<file path="src/rtl/dmem_arb_pkg.sv">
// dmem_arb_pkg: shared types and constants for the data-memory arbiter.
// Used by dmem_arbiter and dmem_arb_starve_ctr. The build option
// DMEM_ARB_RR_EN is interpreted in dmem_arbiter, not here.
package dmem_arb_pkg;

    localparam int unsigned ADDR_W   = 32;
    localparam int unsigned DATA_W   = 32;
    localparam int unsigned MASK_W   = 4;
    localparam int unsigned STARVE_W = 4;

    localparam logic MID_M0 = 1'b0;
    localparam logic MID_M1 = 1'b1;

    typedef enum logic [1:0] {
        ARB_IDLE    = 2'd0,
        ARB_LOCK_M0 = 2'd1,
        ARB_LOCK_M1 = 2'd2
    } arb_state_t;

    // The memory port is word addressed; the byte offset is always cleared.
    function automatic logic [ADDR_W-1:0] word_addr(input logic [ADDR_W-1:0] addr);
        return {addr[ADDR_W-1:2], 2'b00};
    endfunction

endpackage

</file>
<file path="src/rtl/dmem_arb_starve_ctr.sv">
// dmem_arb_starve_ctr: starvation tracker for master 1 in the fixed-priority
// build. It counts consecutive cycles in which m1 requests without a grant.
// The count saturates at its maximum value and clears on a grant or when
// m1 idles. starved_o asks the arbiter to give m1 the next idle-state tie.
// dmem_arbiter instantiates this block only when DMEM_ARB_RR_EN is undefined.
module dmem_arb_starve_ctr
    import dmem_arb_pkg::*;
#(
    parameter int unsigned STARVE_MAX = 15
) (
    input  logic clk_i,
    input  logic reset_i,
    input  logic m1_req_i,
    input  logic m1_gnt_i,
    output logic starved_o
);

    localparam logic [STARVE_W-1:0] CNT_SAT = '1;

    logic [STARVE_W-1:0] cnt_d;
    logic [STARVE_W-1:0] cnt_q;

    // Next count: clear on grant or idle, otherwise saturating increment.
    always_comb begin
        cnt_d = cnt_q;
        if (!m1_req_i || m1_gnt_i) begin
            cnt_d = '0;
        end else if (cnt_q != CNT_SAT) begin
            cnt_d = cnt_q + 1'b1;
        end
    end

    // Count register.
    always_ff @(posedge clk_i or posedge reset_i) begin
        if (reset_i) begin
            cnt_q <= '0;
        end else begin
            cnt_q <= cnt_d;
        end
    end

    assign starved_o = (32'(cnt_q) >= STARVE_MAX);

endmodule

</file>
<file path="src/rtl/dmem_arbiter.sv">
// dmem_arbiter: two-master arbiter for the single data-memory port.
// Master 0 is the core LSU and master 1 is the debug/DMA master. A lock
// handshake keeps split accesses atomic, and a response tag routes each
// read back to the master that issued it.
// Build option DMEM_ARB_RR_EN: when defined, idle-state ties alternate
// between the masters (round robin). When undefined, master 0 has fixed
// priority and master 1 is protected by a starvation counter.
//
//   state       | meaning
//   ------------+------------------------------------------------------
//   ARB_IDLE    | port free; arbitrate between m0 and m1
//   ARB_LOCK_M0 | m0 holds the port between halves of a split access
//   ARB_LOCK_M1 | m1 holds the port between halves of a split access
module dmem_arbiter
    import dmem_arb_pkg::*;
#(
    parameter int unsigned STARVE_MAX = 15
) (
    input  logic              clk_i,
    input  logic              reset_i,

    input  logic              m0_req_i,
    input  logic              m0_we_i,
    input  logic [MASK_W-1:0] m0_wmask_i,
    input  logic [ADDR_W-1:0] m0_addr_i,
    input  logic [DATA_W-1:0] m0_wdata_i,
    input  logic              m0_lock_i,
    output logic              m0_gnt_o,
    output logic              m0_rvalid_o,
    output logic [DATA_W-1:0] m0_rdata_o,

    input  logic              m1_req_i,
    input  logic              m1_we_i,
    input  logic [MASK_W-1:0] m1_wmask_i,
    input  logic [ADDR_W-1:0] m1_addr_i,
    input  logic [DATA_W-1:0] m1_wdata_i,
    input  logic              m1_lock_i,
    output logic              m1_gnt_o,
    output logic              m1_rvalid_o,
    output logic [DATA_W-1:0] m1_rdata_o,

    output logic              mem_en_o,
    output logic              mem_we_o,
    output logic [MASK_W-1:0] mem_wmask_o,
    output logic [ADDR_W-1:0] mem_addr_o,
    output logic [DATA_W-1:0] mem_wdata_o,
    input  logic [DATA_W-1:0] mem_rdata_i,

    output logic              lock_o
);

    arb_state_t state_d;
    arb_state_t state_q;
    logic       m1_wins_tie;
    logic       tag_valid_d;
    logic       tag_valid_q;
    logic       tag_id_d;
    logic       tag_id_q;

    // The memory port is word addressed, so the byte-offset bits are never used.
    logic unused_addr_lsbs;
    assign unused_addr_lsbs = ^{m0_addr_i[1:0], m1_addr_i[1:0]};

`ifdef DMEM_ARB_RR_EN
    logic last_d;
    logic last_q;

    // A tie goes to the master that did not win the most recent grant.
    assign m1_wins_tie = (last_q == MID_M0);

    // Record the most recent winner on every grant, locked or not.
    always_comb begin
        last_d = last_q;
        if (m0_gnt_o) begin
            last_d = MID_M0;
        end else if (m1_gnt_o) begin
            last_d = MID_M1;
        end
    end

    // Round-robin pointer. After reset it reads as "m1 was last", so m0 wins the first tie.
    always_ff @(posedge clk_i or posedge reset_i) begin
        if (reset_i) begin
            last_q <= MID_M1;
        end else begin
            last_q <= last_d;
        end
    end
`else
    // m0 has fixed priority unless m1 has been starved long enough.
    dmem_arb_starve_ctr #(
        .STARVE_MAX (STARVE_MAX)
    ) u_starve_ctr (
        .clk_i     (clk_i),
        .reset_i   (reset_i),
        .m1_req_i  (m1_req_i),
        .m1_gnt_i  (m1_gnt_o),
        .starved_o (m1_wins_tie)
    );
`endif

    // Grant decode and next state. Grants are suppressed while reset is asserted.
    always_comb begin
        m0_gnt_o = 1'b0;
        m1_gnt_o = 1'b0;
        state_d  = state_q;
        if (!reset_i) begin
            case (state_q)
                ARB_IDLE: begin
                    if (m0_req_i && m1_req_i) begin
                        m0_gnt_o = !m1_wins_tie;
                        m1_gnt_o = m1_wins_tie;
                    end else begin
                        m0_gnt_o = m0_req_i;
                        m1_gnt_o = m1_req_i;
                    end
                    if (m0_gnt_o && m0_lock_i) begin
                        state_d = ARB_LOCK_M0;
                    end else if (m1_gnt_o && m1_lock_i) begin
                        state_d = ARB_LOCK_M1;
                    end
                end
                ARB_LOCK_M0: begin
                    m0_gnt_o = m0_req_i;
                    if (m0_gnt_o && !m0_lock_i) begin
                        state_d = ARB_IDLE;
                    end
                end
                ARB_LOCK_M1: begin
                    m1_gnt_o = m1_req_i;
                    if (m1_gnt_o && !m1_lock_i) begin
                        state_d = ARB_IDLE;
                    end
                end
                default: begin
                    state_d = ARB_IDLE;
                end
            endcase
        end
    end

    // Arbiter state register.
    always_ff @(posedge clk_i or posedge reset_i) begin
        if (reset_i) begin
            state_q <= ARB_IDLE;
        end else begin
            state_q <= state_d;
        end
    end

    assign lock_o = (state_q != ARB_IDLE);

    // Memory port mux. All outputs are zero when no master is granted; the byte mask is zero on reads.
    always_comb begin
        mem_en_o    = 1'b0;
        mem_we_o    = 1'b0;
        mem_wmask_o = '0;
        mem_addr_o  = '0;
        mem_wdata_o = '0;
        if (m0_gnt_o) begin
            mem_en_o    = 1'b1;
            mem_we_o    = m0_we_i;
            mem_wmask_o = m0_we_i ? m0_wmask_i : '0;
            mem_addr_o  = word_addr(m0_addr_i);
            mem_wdata_o = m0_wdata_i;
        end else if (m1_gnt_o) begin
            mem_en_o    = 1'b1;
            mem_we_o    = m1_we_i;
            mem_wmask_o = m1_we_i ? m1_wmask_i : '0;
            mem_addr_o  = word_addr(m1_addr_i);
            mem_wdata_o = m1_wdata_i;
        end
    end

    // Capture the owner of each granted read so the next-cycle data can be routed back.
    always_comb begin
        tag_valid_d = mem_en_o && !mem_we_o;
        tag_id_d    = m1_gnt_o ? MID_M1 : MID_M0;
    end

    // Response tag. An async clear drops any read still in flight when reset arrives.
    always_ff @(posedge clk_i or posedge reset_i) begin
        if (reset_i) begin
            tag_valid_q <= 1'b0;
            tag_id_q    <= MID_M0;
        end else begin
            tag_valid_q <= tag_valid_d;
            tag_id_q    <= tag_id_d;
        end
    end

    assign m0_rvalid_o = tag_valid_q && (tag_id_q == MID_M0);
    assign m1_rvalid_o = tag_valid_q && (tag_id_q == MID_M1);
    assign m0_rdata_o  = m0_rvalid_o ? mem_rdata_i : '0;
    assign m1_rdata_o  = m1_rvalid_o ? mem_rdata_i : '0;

endmodule

</file>
<file path="config.mk">
export PLATFORM = sky130hd
export DESIGN_NAME = dmem_arbiter
export DESIGN_NICKNAME = d
export VERILOG_FILES = /design/src/rtl/dmem_arb_pkg.sv /design/src/rtl/dmem_arb_starve_ctr.sv /design/src/rtl/dmem_arbiter.sv
export SDC_FILE = /design/constraint.sdc
export NUM_CORES = 1
export LEC_CHECK = 0
export CAP_MARGIN = 20
export CORE_AREA = 4 4 119 121
export CTS_BUF_LIST = sky130_fd_sc_hd__clkbuf_4
export CTS_CLUSTER_DIAMETER = 150
export DETAILED_ROUTE_END_ITERATION = 10
export DIE_AREA = 0 0 123 125
export HOLD_SLACK_MARGIN = 0.05
export PLACE_DENSITY_LB_ADDON = 0.05
export SYNTH_ARGS = -nofsm -noshare
export SYNTH_HDL_FRONTEND = slang
export SYNTH_HIERARCHICAL = 1
export SYNTH_SLANG_ARGS = --single-unit
export TNS_END_PERCENT = 100
</file>
<file path="constraint.sdc">
create_clock -name clk_i -period 4.4 [get_ports clk_i]
set_input_delay 0.66 -clock clk_i [delete_from_list [all_inputs] [get_ports clk_i]]
set_output_delay 0.66 -clock clk_i [all_outputs]
set_load 0.01 [all_outputs]
</file>
==> impl_metrics.ini <==
[run_status]
outcome = complete, no violations

[setup_path]
critPathLaunchType = primary input
cpPeakStageDelay_ns = 0.60
crit_chain = clkdlybuf4s50_1 -> nor2b_1 -> or3b_4 -> inv_2 -> buf_12 -> a22o_1 -> clkdlybuf4s50_1
cp_data_required_time_ns = 3.74
crit_type = primary input to output port
crit_top_cell = clkdlybuf4s50_1
reg2reg_depth = 7
arrival_ns = 3.17
end_kind = output port
path_max_fanout = 43
r2r_start = u_starve_ctr/cnt_q[0]
ff2ff_setup_slack_ns = 2.37
crit_buf_inv = 4
slowest_stage = clkdlybuf4s50_1
crit_family = buffers and inverters
r2r-end = u_starve_ctr/cnt_q[2]

[die]
rows = 42
io_pins = 315
die_area_mm2 = 0.0154
die_x_um = 123
initial_core_util_pct = 12.7
core_area_mm2 = 0.0131
die_h_um = 125

[yosys]
synth-main-ff-cell = dfrtp_1
synthCells = 207
synth-compound-area-share_pct = 38.9
synth_area_mm2 = 0.00166
netlist.top_cell.by_area = a22o_1
muxShareOfSynthArea_pct = 0.603
synth_cell_type_count = 37
synth_top_area_share_pct = 34.8
synth-simple-area-share_pct = 37.3
ys_seq_area_share_pct = 12.1
ys_seq_elements = 8
postSynthAreaPerCell_um2 = 8.02
synth_edf_count = 0
synthArstFlopShare_pct = 100
synth.area.top_cells = a22o_1 35%, and2_1 12%, and3_1 12%
synth.most_common_cell = a22o_1
synthXorXnorAreaFrac_pct = 0
synth_commonest_cells = 66 x a22o_1, 33 x and2_1, 32 x and3_1, 9 x clkbuf_1, 8 x dfrtp_1
synth_top_family_by_area = compound AO/OA/AOI/OAI gates
ys_warn_count = 6
synthAdderAreaFrac_pct = 0.754

[route]
drtIter0Drc = 92
met2_length_mm = 6.61
viasPerCell = 4.18
drc = 0
antenna_left = 0
dr_total_vias = 2830
wirelength_mm = 12.6
m1WireLength_mm = 4.33
wl_per_cell_um = 18.5
drt-pass1-iter-count = 4
top_layer_used = met4
wl_met3_mm = 1.44

[cts]
cts_buffers = 3
postCtsSetupRepairBufs = 0
ctsLongestPathBuffers = 2
cts-root-buf = clkbuf_4
hold_buffers = 0
cts_tree = built
cts_repair_resize_count = 0
cts_sinks = 8
worst_skew_pair.late_latency_ns = 0.25
cts_max_level = 1
clk_pin_slew_ns = 0.06

[cells_and_area]
fillers = 1352
multi_input_area_mm2 = 0.00129
area_growth_syn_to_layout_pct = 194
ff_latch_area_um2 = 200
drive_above_1_share_pct = 3.60
fin_nets = 679

[pwr]
powerDensity_mw_per_mm2 = 172
leakage_nw = 1.95
ir_drop_uv = 56.3

[hold_path]
worstHoldStart = u_starve_ctr/cnt_q[1]
min_path_type = register to register
holdPathStages = 2
hold_end = u_starve_ctr/cnt_q[1]

[sta]
timing.fmax_ghz = 0.261
tns_ns = 0
postLayoutSetupSlackWorst_ns = 0.567
rsz0062_at_grt = false
skew_ns = 0.00949
finalSetupViolCount = 0
worst_pin_slew_ns = 0.914
report.final.slew_viol_count = 0
max_slew_margin_pct = 39.0
final_hold_viol_count = 0
fin_crit_sh_pct = 87.1
min_period_ns = 3.83

[global_routing]
globalRouteOverflowTotal = 0
grt_usage_pct = 15.1
grt_pass1_vias = 3017
antenna_found_initial = 1
grt_start_max_net_pins = 64
grt_pass1_wl_mm = 18.1

[place]
gp_congestion = 0.893
pre_cts_slack_ns = 0.574
numPortBuffers = 308
hpwlAfterDp_mm = 10.7

[flow_run]
cap_viol_max_count = 0
==> metrics by stage <==
stage	total power (W)	utilization, %	hold WS [ns]	area (µm²)	std cells
6_report	0.000842	37.3	0.613	4890	677
3_5_place_dp	0.000795	37.1	0.598	4860	673
2_1_floorplan	0.000364	-	0.426	1660	208
3_3_place_gp	0.000798	37.1	0.583	4860	673
5_1_grt	0.000902	37.3	0.645	4890	677
4_1_cts	0.000855	37.3	0.610	4880	676
==> flip-flops by register name, summed over array words and instances, names as in the netlist <==
name                cells
u_starve_ctr/cnt_q      4
tag_valid_q             1
state_q                 2
tag_id_q                1
==> cell type report <==
class | instances | share of cell area (%)
repair buffers | 312 | 64.0
multi-input cells | 173 | 26.5
well taps | 176 | 4.51
flip-flops and latches | 8 | 4.10
clock buffers | 3 | 0.461
inverters | 4 | 0.410
diodes | 1 | 0.0512
==> kinds of logic after synthesis <==
group / count (synthesis)
multiplexers: 1
flip-flops: 8
AO/OA/AOI/OAI: 75
adder cells (fa/ha/maj): 1
buffers and inverters: 27
AND/OR/NAND/NOR: 94
other: 1
==> placed cells by master, fill, tap and decap left out, types with 2 or more instances in the layout <==
cell type / synthesis / layout
a22o_1: 66 / 66
a32oi_1: 2 / 2
and2_1: 33 / 33
and3_1: 32 / 32
and3b_1: 2 / 2
buf_4: 3 / 3
clkbuf_4: 0 / 3
clkdlybuf4s50_1: 0 / 308
conb_1: 1 / 2
dfrtp_1: 8 / 8
inv_1: 2 / 2
nand2_1: 4 / 4
nand2b_1: 5 / 5
nand3b_1: 2 / 2
nor2b_1: 4 / 4
o21ai_0: 2 / 2
or2_2: 2 / 2
==> per-layer routing <==
metal / vias to the layer above / global-route usage [%]
li1: 1382 / -
met1: 1262 / 15.5
met2: 178 / 29.5
met3: 8 / 4.74
met4: 0 / 3.19
met5: - / 0
==> worst max path at each step <==
stage	depth (start not counted)	start	end	slack, ns
final	7	m1_req_i	mem_addr_o[14]	0.57
after global routing	7	m1_req_i	mem_addr_o[21]	0.46
after CTS	7	m1_req_i	mem_addr_o[21]	0.56
after detailed placement	7	m1_req_i	mem_wdata_o[3]	0.57
after global placement	7	m1_req_i	mem_addr_o[21]	0.59
after floorplan	7	u_starve_ctr/cnt_q[0]	mem_addr_o[22]	1.88
==> worst register-to-register path, cell delays in order, from the launching register on <==
cell      delay (ns)
dfrtp_1         0.40
ha_1            0.28
and3_4          0.25
nor3b_1         0.07
or3b_4          0.40
inv_2           0.22
nand2b_1        0.24
nor3_2          0.07
==> where the power goes <==
part           switching [W]  leakage, nW  internal [W]  total (W)
combinational       0.000258         1.83      0.000417   0.000675
clock              0.0000251       0.0138     0.0000312  0.0000564
sequential         0.0000249        0.105     0.0000861   0.000111
Power figures use the tool's default switching activity.
